`src/rtl/flappy_pkg.sv`:
```
`default_nettype none
// ============================================================================
//  Module      : flappy_pkg
//  Description : Shared screen/sprite constants, FSM state encodings and a
//                BCD digit helper for the flappy game datapath.
//  Revision    : 1.0 - initial release
// ============================================================================
package flappy_pkg;

    // Screen geometry
    localparam int SCREEN_W         = 800;
    localparam int SCREEN_H         = 525;
    localparam int PIPE_OFFSCREEN_X = 1000;

    // Sprite geometry (pixels)
    localparam int BIRD_X  = 200;
    localparam int BIRD_W  = 34;
    localparam int BIRD_H  = 24;
    localparam int PIPE_W  = 52;
    localparam int GAP_H   = 150;
    localparam int FLOOR_Y = 480;

    // Game FSM states, one-hot
    localparam logic [2:0] ST_IDLE = 3'b001;
    localparam logic [2:0] ST_PLAY = 3'b010;
    localparam logic [2:0] ST_LOST = 3'b100;

    // Increment one BCD digit; bit 4 of the result is the carry out (9 -> 0)
    function automatic logic [4:0] bcd_digit_inc(input logic [3:0] d);
        if (d == 4'd9)
            return 5'b1_0000;
        else
            return {1'b0, d + 4'd1};
    endfunction

endpackage
`default_nettype wire

```
`src/rtl/bcd_counter3.sv`:
```
`default_nettype none
// ============================================================================
//  Module      : bcd_counter3
//  Description : Three-digit BCD incrementer with synchronous clear and
//                saturation. Digits ripple a carry at 9 -> 0 and the count
//                never wraps past 999.
//  Revision    : 1.0 - initial release
// ============================================================================
module bcd_counter3
    import flappy_pkg::*;
(
    input  logic        Clk,
    input  logic        Reset,
    input  logic        i_inc,
    input  logic        i_clr,
    input  logic        i_sat,
    output logic [11:0] o_bcd
);

    logic [11:0] r_bcd;
    logic [4:0]  w_d0;
    logic [4:0]  w_d1;
    logic [4:0]  w_d2;
    logic [11:0] w_next;
    logic        w_at_max;

    // Per-digit increment with carry rippling from the units digit upward
    always_comb begin
        w_d0     = bcd_digit_inc(r_bcd[3:0]);
        w_d1     = w_d0[4] ? bcd_digit_inc(r_bcd[7:4])  : {1'b0, r_bcd[7:4]};
        w_d2     = w_d1[4] ? bcd_digit_inc(r_bcd[11:8]) : {1'b0, r_bcd[11:8]};
        w_next   = {w_d2[3:0], w_d1[3:0], w_d0[3:0]};
        w_at_max = (r_bcd == 12'h999);
    end

    // Count register: clear wins, then saturating increment
    always_ff @(posedge Clk or posedge Reset) begin
        if (Reset)
            r_bcd <= 12'h000;
        else if (i_clr)
            r_bcd <= 12'h000;
        else if (i_inc && !i_sat && !w_at_max)
            r_bcd <= w_next;
    end

    assign o_bcd = r_bcd;

endmodule
`default_nettype wire

```
`src/rtl/pipe_collision_score.sv`:
```
`default_nettype none
// ============================================================================
//  Module      : pipe_collision_score
//  Description : Per-tick collision and scoring for the bird versus the
//                current pipe. Three-stage pipeline (snapshot, geometry
//                flags, FSM/score update) with a fixed 2-cycle latency from
//                the Tick sample to the outputs. Drives the sticky Lost flag
//                and a binary + BCD score.
//  Revision    : 1.0 - initial release
// ============================================================================
module pipe_collision_score #(
    parameter int BIRD_X    = flappy_pkg::BIRD_X,
    parameter int BIRD_W    = flappy_pkg::BIRD_W,
    parameter int BIRD_H    = flappy_pkg::BIRD_H,
    parameter int PIPE_W    = flappy_pkg::PIPE_W,
    parameter int GAP_H     = flappy_pkg::GAP_H,
    parameter int FLOOR_Y   = flappy_pkg::FLOOR_Y,
    parameter int HIT_TICKS = 2,
    parameter int SCORE_MAX = 999
) (
    input  logic        Clk,
    input  logic        Reset,
    input  logic        Start,
    input  logic        Tick,
    input  logic [9:0]  PipePosX,
    input  logic [9:0]  PipePosY,
    input  logic [9:0]  BirdPosY,
    output logic        Lost,
    output logic [9:0]  Score,
    output logic [11:0] ScoreBCD,
    output logic        ScoreInc,
    output logic        Busy
);

    import flappy_pkg::*;

    // Geometry is evaluated in 11 bits so the off-screen X (1000) plus the
    // pipe width cannot wrap.
    localparam logic [10:0] c_bird_l  = 11'(BIRD_X);
    localparam logic [10:0] c_bird_r  = 11'(BIRD_X + BIRD_W);
    localparam logic [10:0] c_bird_h  = 11'(BIRD_H);
    localparam logic [10:0] c_pipe_w  = 11'(PIPE_W);
    localparam logic [10:0] c_gap_h   = 11'(GAP_H);
    localparam logic [10:0] c_floor_y = 11'(FLOOR_Y);
    localparam int          HW        = $clog2(HIT_TICKS + 1);
    localparam logic [HW-1:0] c_hit_max   = HW'(HIT_TICKS);
    localparam logic [9:0]    c_score_max = 10'(SCORE_MAX);

    logic [2:0]    r_state;
    logic [2:0]    w_next_state;

    logic [9:0]    r_snap_px;
    logic [9:0]    r_snap_py;
    logic [9:0]    r_snap_by;
    logic          r_s1_valid;

    logic [10:0]   w_px;
    logic [10:0]   w_py;
    logic [10:0]   w_by;
    logic          w_hov;
    logic          w_ingap;
    logic          w_floor;
    logic          w_passed;
    logic          w_clear;

    logic          r_hov;
    logic          r_ingap;
    logic          r_floor;
    logic          r_passed;
    logic          r_clear;
    logic          r_s2_valid;

    logic          w_run;
    logic          w_start_game;
    logic          w_stage3;
    logic          w_coll;
    logic [HW-1:0] w_hit_next;
    logic          w_hit_reach;
    logic          w_sat;
    logic          w_score_inc;

    logic [HW-1:0] r_hit_cnt;
    logic          r_armed;
    logic [9:0]    r_score;
    logic          r_score_inc;

    // Qualifiers: results only flow while actively playing; leaving PLAY
    // drops whatever is still in flight.
    always_comb begin
        w_run        = (r_state == ST_PLAY) && Start;
        w_start_game = (r_state == ST_IDLE) && Start;
        w_stage3     = r_s2_valid && w_run;
        w_coll       = r_floor || (r_hov && !r_ingap);
        w_hit_next   = r_hit_cnt + 1'b1;
        w_hit_reach  = w_stage3 && w_coll && (w_hit_next >= c_hit_max);
        w_sat        = (r_score >= c_score_max);
        w_score_inc  = w_stage3 && r_armed && r_passed && !w_sat;
    end

    // Stage 1: snapshot positions on every Tick
    always_ff @(posedge Clk or posedge Reset) begin
        if (Reset) begin
            r_snap_px  <= '0;
            r_snap_py  <= '0;
            r_snap_by  <= '0;
            r_s1_valid <= 1'b0;
        end else begin
            if (Tick) begin
                r_snap_px <= PipePosX;
                r_snap_py <= PipePosY;
                r_snap_by <= BirdPosY;
            end
            r_s1_valid <= Tick && w_run;
        end
    end

    // Stage 2 geometry: overlap, gap, floor and pass/clear tests
    always_comb begin
        w_px     = {1'b0, r_snap_px};
        w_py     = {1'b0, r_snap_py};
        w_by     = {1'b0, r_snap_by};
        w_hov    = (w_px < c_bird_r) && ((w_px + c_pipe_w) > c_bird_l);
        w_ingap  = (w_by >= w_py) && ((w_by + c_bird_h) <= (w_py + c_gap_h));
        w_floor  = (w_by + c_bird_h) >= c_floor_y;
        w_passed = (w_px + c_pipe_w) <= c_bird_l;
        w_clear  = w_px > c_bird_r;
    end

    // Stage 2 register: hold the geometry flags for stage 3
    always_ff @(posedge Clk or posedge Reset) begin
        if (Reset) begin
            r_hov      <= 1'b0;
            r_ingap    <= 1'b0;
            r_floor    <= 1'b0;
            r_passed   <= 1'b0;
            r_clear    <= 1'b0;
            r_s2_valid <= 1'b0;
        end else begin
            r_hov      <= w_hov;
            r_ingap    <= w_ingap;
            r_floor    <= w_floor;
            r_passed   <= w_passed;
            r_clear    <= w_clear;
            r_s2_valid <= r_s1_valid && w_run;
        end
    end

    // Stage 3: consecutive-hit counter, pipe arming and binary score
    always_ff @(posedge Clk or posedge Reset) begin
        if (Reset) begin
            r_hit_cnt   <= '0;
            r_armed     <= 1'b1;
            r_score     <= '0;
            r_score_inc <= 1'b0;
        end else begin
            r_score_inc <= w_score_inc;
            if (w_start_game) begin
                r_hit_cnt <= '0;
                r_armed   <= 1'b1;
                r_score   <= '0;
            end else if (w_stage3) begin
                r_hit_cnt <= w_coll ? w_hit_next : '0;
                if (r_armed && r_passed)
                    r_armed <= 1'b0;
                if (r_clear)
                    r_armed <= 1'b1;
                if (w_score_inc)
                    r_score <= r_score + 10'd1;
            end
        end
    end

    // BCD mirror of the score, stepped by the same increment strobe
    bcd_counter3 u_bcd (
        .Clk   (Clk),
        .Reset (Reset),
        .i_inc (w_score_inc),
        .i_clr (w_start_game),
        .i_sat (w_sat),
        .o_bcd (ScoreBCD)
    );

    // FSM state register
    always_ff @(posedge Clk or posedge Reset) begin
        if (Reset)
            r_state <= ST_IDLE;
        else
            r_state <= w_next_state;
    end

    // FSM next-state logic
    always_comb begin
        w_next_state = r_state;
        case (r_state)
            ST_IDLE: if (Start)            w_next_state = ST_PLAY;
            ST_PLAY: if (!Start)           w_next_state = ST_IDLE;
                     else if (w_hit_reach) w_next_state = ST_LOST;
            ST_LOST: if (!Start)           w_next_state = ST_IDLE;
            default:                       w_next_state = ST_IDLE;
        endcase
    end

    // FSM outputs
    always_comb begin
        Busy = 1'b0;
        Lost = 1'b0;
        case (r_state)
            ST_PLAY: Busy = 1'b1;
            ST_LOST: Lost = 1'b1;
            default: ;
        endcase
    end

    assign Score    = r_score;
    assign ScoreInc = r_score_inc;

endmodule
`default_nettype wire

```
`config.mk`:
```
export PLATFORM = sky130hd
export DESIGN_NAME = pipe_collision_score
export DESIGN_NICKNAME = d
export VERILOG_FILES = /design/src/rtl/flappy_pkg.sv /design/src/rtl/bcd_counter3.sv /design/src/rtl/pipe_collision_score.sv
export SDC_FILE = /design/constraint.sdc
export NUM_CORES = 1
export LEC_CHECK = 0
export BUFFER_PORTS_ARGS = -buffer_cell sky130_fd_sc_hd__buf_4
export CAP_MARGIN = 40
export CORE_UTILIZATION = 40
export CTS_BUF_LIST = sky130_fd_sc_hd__clkbuf_4
export CTS_CLUSTER_DIAMETER = 80
export DETAILED_ROUTE_END_ITERATION = 10
export SETUP_SLACK_MARGIN = 0.3
export SLEW_MARGIN = 20
export SYNTH_ARGS = -nofsm -noshare
export SYNTH_HDL_FRONTEND = slang
export SYNTH_SLANG_ARGS = --single-unit
```
`constraint.sdc`:
```
create_clock -name Clk -period 4.3 [get_ports Clk]
set_input_delay 0.215 -clock Clk [delete_from_list [all_inputs] [get_ports Clk]]
set_output_delay 0.215 -clock Clk [all_outputs]
set_load 0.02 [all_outputs]
```
==> reports/results.ini, run 1 <==
[critical_path]
crit_type = register to register
required_ns = 4.63
crit_family = compound AO/OA/AOI/OAI gates
critPathMaxStageDelay_ns = 0.53
cp-end-kind = register
slowest_stage = a2111oi_0
crit_top_cell = o21ai_0
cp.arrival_ns = 3.11
start_kind = register
cp.buffers_inverters = 0
crit_chain = o21a_1 > o21ai_0 > o21ai_0 > xnor2_1 > ha_1 > a21o_1 > a2111oi_0 > o221ai_1 > a211oi_1
crit_fanout = 3

[finish]
area_delta_synth_final_pct = 19.85
fin_nets = 536
final_common_cell = dfrtp_1
drive_gt1_share_pct = 22.34
multi_input_area_sq_mm = 0.002095
seq_area_sq_mm = 0.001654
antenna_cells = 0
final_cells = 608
final_cell_mix = dfrtp_1 (64), buf_4 (60), nand2_1 (40), o21ai_0 (30), inv_1 (29)
fillCellCount = 921

[clock_tree]
cts.sinks = 66
htree_levels = 3
cts_tree = yes
clockBufferDepth = 2
post-cts-setup-buffer-count = 0
clk_pin_slew_worst_paths_ns = 0.12
holdBufCountCts = 7
cts_buffers = 9
cts_root_buf = clkbuf_4
clk-insertion-delay-late_ns = 0.42
cts_resized = 0

[routing]
finalWirelength_um = 8520
dr.pass1.iters = 4
drc = 0
first_iter_violations = 106
wl_per_cell_um = 14.01
vias_per_cell = 5.331
antenna_left = 0
vias = 3241

[timing]
holdWs_ns = 0.007655
fmax_ghz = 0.3589
drv_slew = 0
fin_crit_ns = 2.786
skew_ns = 0.01903
hold_viol = 0
slew_headroom_pct = 45.95
setup_viol = 0
setup-tns-final_ns = 0
grt_setup_unrepaired = false
tightest_slew_ns = 0.8081
fin_crit_sh_pct = 64.80
fin_ws_ns = 1.514

[synth]
synthFlopType = dfrtp_1
synth_enable_flop_cells = 0
syn_nets = 468
avgSynthCellArea_sq_um = 9.674
synth.ff_latch_count = 66
ys_async_sr_fraction_pct = 100.0
yosys_warnings = 0
seq_area_frac_synth_pct = 42.12
synth_area_sq_mm = 0.003928
synth.distinct_cells = 60
synthCells = 406

[power]
p_leak_nw = 2.176
comb_power_share_pct = 21.5
p_total_mw = 1.349
p_int_mw = 0.9170
p_clk_share_pct = 26.8
power_density_mw_per_mm2 = 286.7
ir_worst_vdd_mv = 0.1433
switchingPower_mw = 0.4323
switching_share_pct = 32.04
seq_power_share_pct = 51.8

[floorplan]
die-area_sq_mm = 0.01022
chipWidth_um = 101.1
io_pins = 59
initial_utilization_pct = 41.91
rows = 35
core_sq_mm = 0.009371
die_y_um = 101.1

[grt]
grt_use_total_pct = 17.83
grt_pass1_vias = 3075
antenna_found_initial = 0
grt_pass1_wl_um = 14210
grt_overflow = 0
grt_start_max_net_pins = 46

[placement]
post-dp-hpwl_um = 6145
gp_congestion = 0.9030
numPortBuffers = 58
pre_cts_ws_ns = 1.600
placedCellCount = 581

[run_status]
status = finished, final reports clean

[min_path]
hp-class = input pin to register

[run]
drv_cap = 0

## cell families (layout without fill, tap and decap cells)
| logic type | after synthesis | count (layout) | share of synthesized area [%] |
|---|---|---|---|
| simple gates | 138 | 138 | 19.24 |
| compound gates | 91 | 91 | 15.42 |
| flops | 66 | 66 | 42.12 |
| buf+inv | 45 | 118 | 4.556 |
| fa+ha+maj | 28 | 28 | 8.920 |
| mux | 24 | 24 | 6.626 |
| xor+xnor | 14 | 14 | 3.122 |
## per-stage QoR
stage | util (%) | cell area (sq um)
finish | 50.23 | 4707
global route | 50.23 | 4707
CTS | 49.80 | 4667
floorplan | - | 3928
detailed placement | 47.85 | 4484
global placement | 47.73 | 4473
## cell usage after synthesis (all sizes together), types with 3 or more instances
| cell type | count | area, sq um |
|---|---|---|
| a211o | 4 | 36.29 |
| a211oi | 3 | 22.52 |
| a21o | 3 | 22.52 |
| a21oi | 17 | 85.08 |
| a31o | 5 | 43.79 |
| a31oi | 8 | 56.30 |
| and2 | 4 | 25.02 |
| and3 | 6 | 37.54 |
| buf | 7 | 36.28 |
| clkbuf | 8 | 30.03 |
| dfrtp | 64 | 1602 |
| ha | 28 | 350.3 |
| inv | 30 | 112.6 |
| mux2 | 16 | 180.2 |
| mux2i | 8 | 80.08 |
| nand2 | 40 | 150.1 |
| nand2b | 7 | 43.79 |
| nand3 | 9 | 45.04 |
| nand4 | 12 | 75.07 |
| nor2 | 19 | 71.32 |
| nor2b | 4 | 25.02 |
| nor3 | 11 | 55.05 |
| nor3b | 6 | 45.04 |
| nor4 | 5 | 37.53 |
| o21a | 3 | 22.52 |
| o21ai | 30 | 150.1 |
| or3 | 3 | 23.77 |
| xnor2 | 11 | 96.34 |
| xor2 | 3 | 26.28 |
## state kept, by name, summed over array words and instances (netlist names)
name and flops:
r_snap_px 10, r_state 3, u_bcd.o_bcd 12, r_floor 1, r_snap_by 10, r_passed 1
r_snap_py 10, Score 10, r_hit_cnt 2, r_s2_valid 1, r_ingap 1, r_hov 1
r_s1_valid 1, ScoreInc 1, r_clear 1, r_armed 1
## power by group through the flow
stage	logic, mW	registers (mW)	clock network [mW]
finish	0.290	0.699	0.361
global route	0.331	0.705	0.399
detailed placement	0.282	0.711	0
global placement	0.271	0.710	0
floorplan	0.207	0.697	0
CTS	0.289	0.699	0.372
## layer usage
| layer | vias up | global-route usage [%] | routed length (um) |
|---|---|---|---|
| li1 | 1600 | - | - |
| met1 | 1569 | 22.64 | 3942 |
| met2 | 60 | 30.04 | 4161 |
| met3 | 12 | 3.675 | 278 |
| met4 | 0 | 6.243 | 138 |
| met5 | - | 0 | 0 |
## cell type report
| class | count | share of cell area [%] |
|---|---|---|
| clock buffers | 9 | 1.435 |
| clock inverters | 7 | 0.9569 |
| inverters | 30 | 2.392 |
| multi-input cells | 295 | 44.50 |
| flip-flops and latches | 66 | 35.14 |
| well taps | 129 | 3.429 |
| repair buffers | 72 | 12.15 |
## worst reg2reg max path: stages, from the launching register on
cell and delay [ns]:
dfrtp_1 0.42, o21a_1 0.20, o21ai_0 0.24, o21ai_0 0.17, xnor2_1 0.16, ha_1 0.30
a21o_1 0.19, a2111oi_0 0.53, o221ai_1 0.24, a211oi_1 0.25
## path summary, 6_finish.rpt
path,startpoint,end,slack (ns),cells after the start
max,r_snap_py[1],r_ingap,1.51,9
max reg2reg,r_snap_py[1],r_ingap,1.51,9
max in group asynchronous,Reset,r_armed,2.90,4
min,PipePosX[3],r_snap_px[3],0.008,3
min in group asynchronous,Reset,r_snap_px[8],0.45,3
min reg2reg,r_s1_valid,r_s2_valid,0.46,1
No activity file was read; power rests on OpenSTA's default activity.
==> run 2, diff against run 1 <==
==> constraint.sdc (replaced) <==
create_clock -name Clk -period 2.4 [get_ports Clk]
set_input_delay 0.12 -clock Clk [delete_from_list [all_inputs] [get_ports Clk]]
set_output_delay 0.12 -clock Clk [all_outputs]
set_load 0.02 [all_outputs]
==> reports/results.ini, run 2 (synthesis results as in run 1) <==
[run_status]
status = complete, but fails checks
violations = setup timing

[timing]
grt_setup_unrepaired = true
fin_crit_sh_pct = 101.1
hold_viol = 0
setup_viol = 1
tightest_slew_ns = 0.5271
fmax_ghz = 0.4122
drv_slew = 0
skew_ns = 0.02071
slew_headroom_pct = 64.81
fin_ws_ns = -0.02573
fin_crit_ns = 2.426

[floorplan]
chipWidth_um = 101.1
die-area_sq_mm = 0.01022
die_y_um = 101.1
io_pins = 59
core_sq_mm = 0.009371
initial_utilization_pct = 41.91
rows = 35

[critical_path]
start_kind = register
crit_chain = inv_2 > ha_4 > nor2b_4 > o211ai_1 > buf_4 > a21oi_2 > xnor2_1 > ha_1 > buf_4 > nand3_1 > nor3_2 > a211oi_2 > a211oi_2
crit_fanout = 3
slowest_stage = dfrtp_1
cp-end-kind = register
critPathMaxStageDelay_ns = 0.41
required_ns = 2.70
crit_type = register to register
cp.arrival_ns = 2.73

[clock_tree]
cts.sinks = 66
clockBufferDepth = 2
htree_levels = 3
cts_tree = yes
clk_pin_slew_worst_paths_ns = 0.12
clk-insertion-delay-late_ns = 0.40
cts_root_buf = clkbuf_4
cts_buffers = 9

[routing]
wl_per_cell_um = 14.31
drc = 0
vias = 3427
highest_layer = met4
finalWirelength_um = 9188
dr.pass1.iters = 4
antenna_left = 0
vias_per_cell = 5.338
met2_length_um = 4484
m1WireLength_um = 4185
first_iter_violations = 98
wl_met3_um = 323

[grt]
grt_pass1_vias = 3345
antenna_found_initial = 0
grt_pass1_wl_um = 15300
grt_overflow = 0
grt_use_total_pct = 18.88
grt_start_max_net_pins = 46

[finish]
drive_gt1_share_pct = 26.90
fin_nets = 570
largest_reg_flops = 12
final_cell_mix = buf_4 (73), dfrtp_1 (64), nand2_1 (40), dlygate4sd3_1 (32), o21ai_0 (28)
antenna_cells = 0
fillCellCount = 891
area_delta_synth_final_pct = 31.60
final_common_cell = buf_4
fin_util_pct = 55.15
seq_area_sq_mm = 0.001654
multi_input_area_sq_mm = 0.002192

[placement]
numPortBuffers = 58
gp_congestion = 0.9033
post-dp-hpwl_um = 6278

[power]
power_density_mw_per_mm2 = 535.0
p_total_mw = 2.765
ir_worst_vdd_mv = 0.3505
p_leak_nw = 2.367

[min_path]
hp-class = input pin to register

[run]
drv_cap = 0

[run 2: worst max-delay path: cells and delay by family (launching register included)]
family                     cells  cell delay, ns
adders and majority gates      2            0.49
AOI/OAI and AO/OA              4            0.55
xor gates and xnor gates       1            0.12
DFF                            1            0.41
buffers and inverters          3            0.39
and+or+nand+nor                3            0.35
[run 2: through the flow]
| stage | setup TNS [ns] | setup WS, ns | std cells | cell area [sq um] | hold slack, ns |
|---|---|---|---|---|---|
| CTS | 0 | 0.04155 | 637 | 5077 | 0.1603 |
| global route | -0.09546 | -0.09546 | 642 | 5169 | 0.1709 |
| finish | -0.02573 | -0.02573 | 642 | 5169 | 0.1728 |
| floorplan | 0 | 0.2195 | 406 | 3938 | 0.2228 |
| detailed placement | -0.006692 | -0.006692 | 582 | 4511 | 0.2042 |
| global placement | 0 | 0.1101 | 582 | 4511 | 0.1949 |
[run 2: final timing paths]
| check | start | to | slack [ns] | cells after the start |
|---|---|---|---|---|
| max reg2reg | r_snap_py[2] | r_ingap | -0.03 | 13 |
| min in group asynchronous | Reset | r_snap_px[8] | 0.31 | 3 |
| min | Tick | r_snap_px[2] | 0.17 | 3 |
| max in group asynchronous | Reset | r_state[0] | 1.42 | 4 |
| min reg2reg | r_s1_valid | r_s2_valid | 0.44 | 1 |
| max | r_snap_py[2] | r_ingap | -0.03 | 13 |
[run 2: routing by layer]
metal	GRT usage (%)	up-vias
met5	0	-
met2	32.76	89
met1	23.70	1646
li1	-	1673
met3	2.705	19
met4	7.135	0
[run 2: power by group]
group	total (mW)	internal, mW	switching [mW]
sequential	1.25	1.18	0.0726
clock	0.853	0.421	0.431
combinational	0.658	0.336	0.322
total	2.77	1.94	0.826
[run 2: layout make-up]
cell class,count,share of cell area [%]
Timing Repair Buffer,106,17.19
Clock inverter,7,1.791
Tap cell,129,3.123
Clock buffer,9,1.307
Inverter,30,2.179
Multi-Input combinational cell,295,42.41
Sequential cell,66,32.00
[run 2: what timing repair did]
action,in CTS,in global routing
endpoints found under the hold margin,55,0
gates resized for setup,7,13
pin swaps,9,10
setup endpoints to repair,1,7
hold buffers,32,0
gates cloned,0,0
buffers inserted,7,5
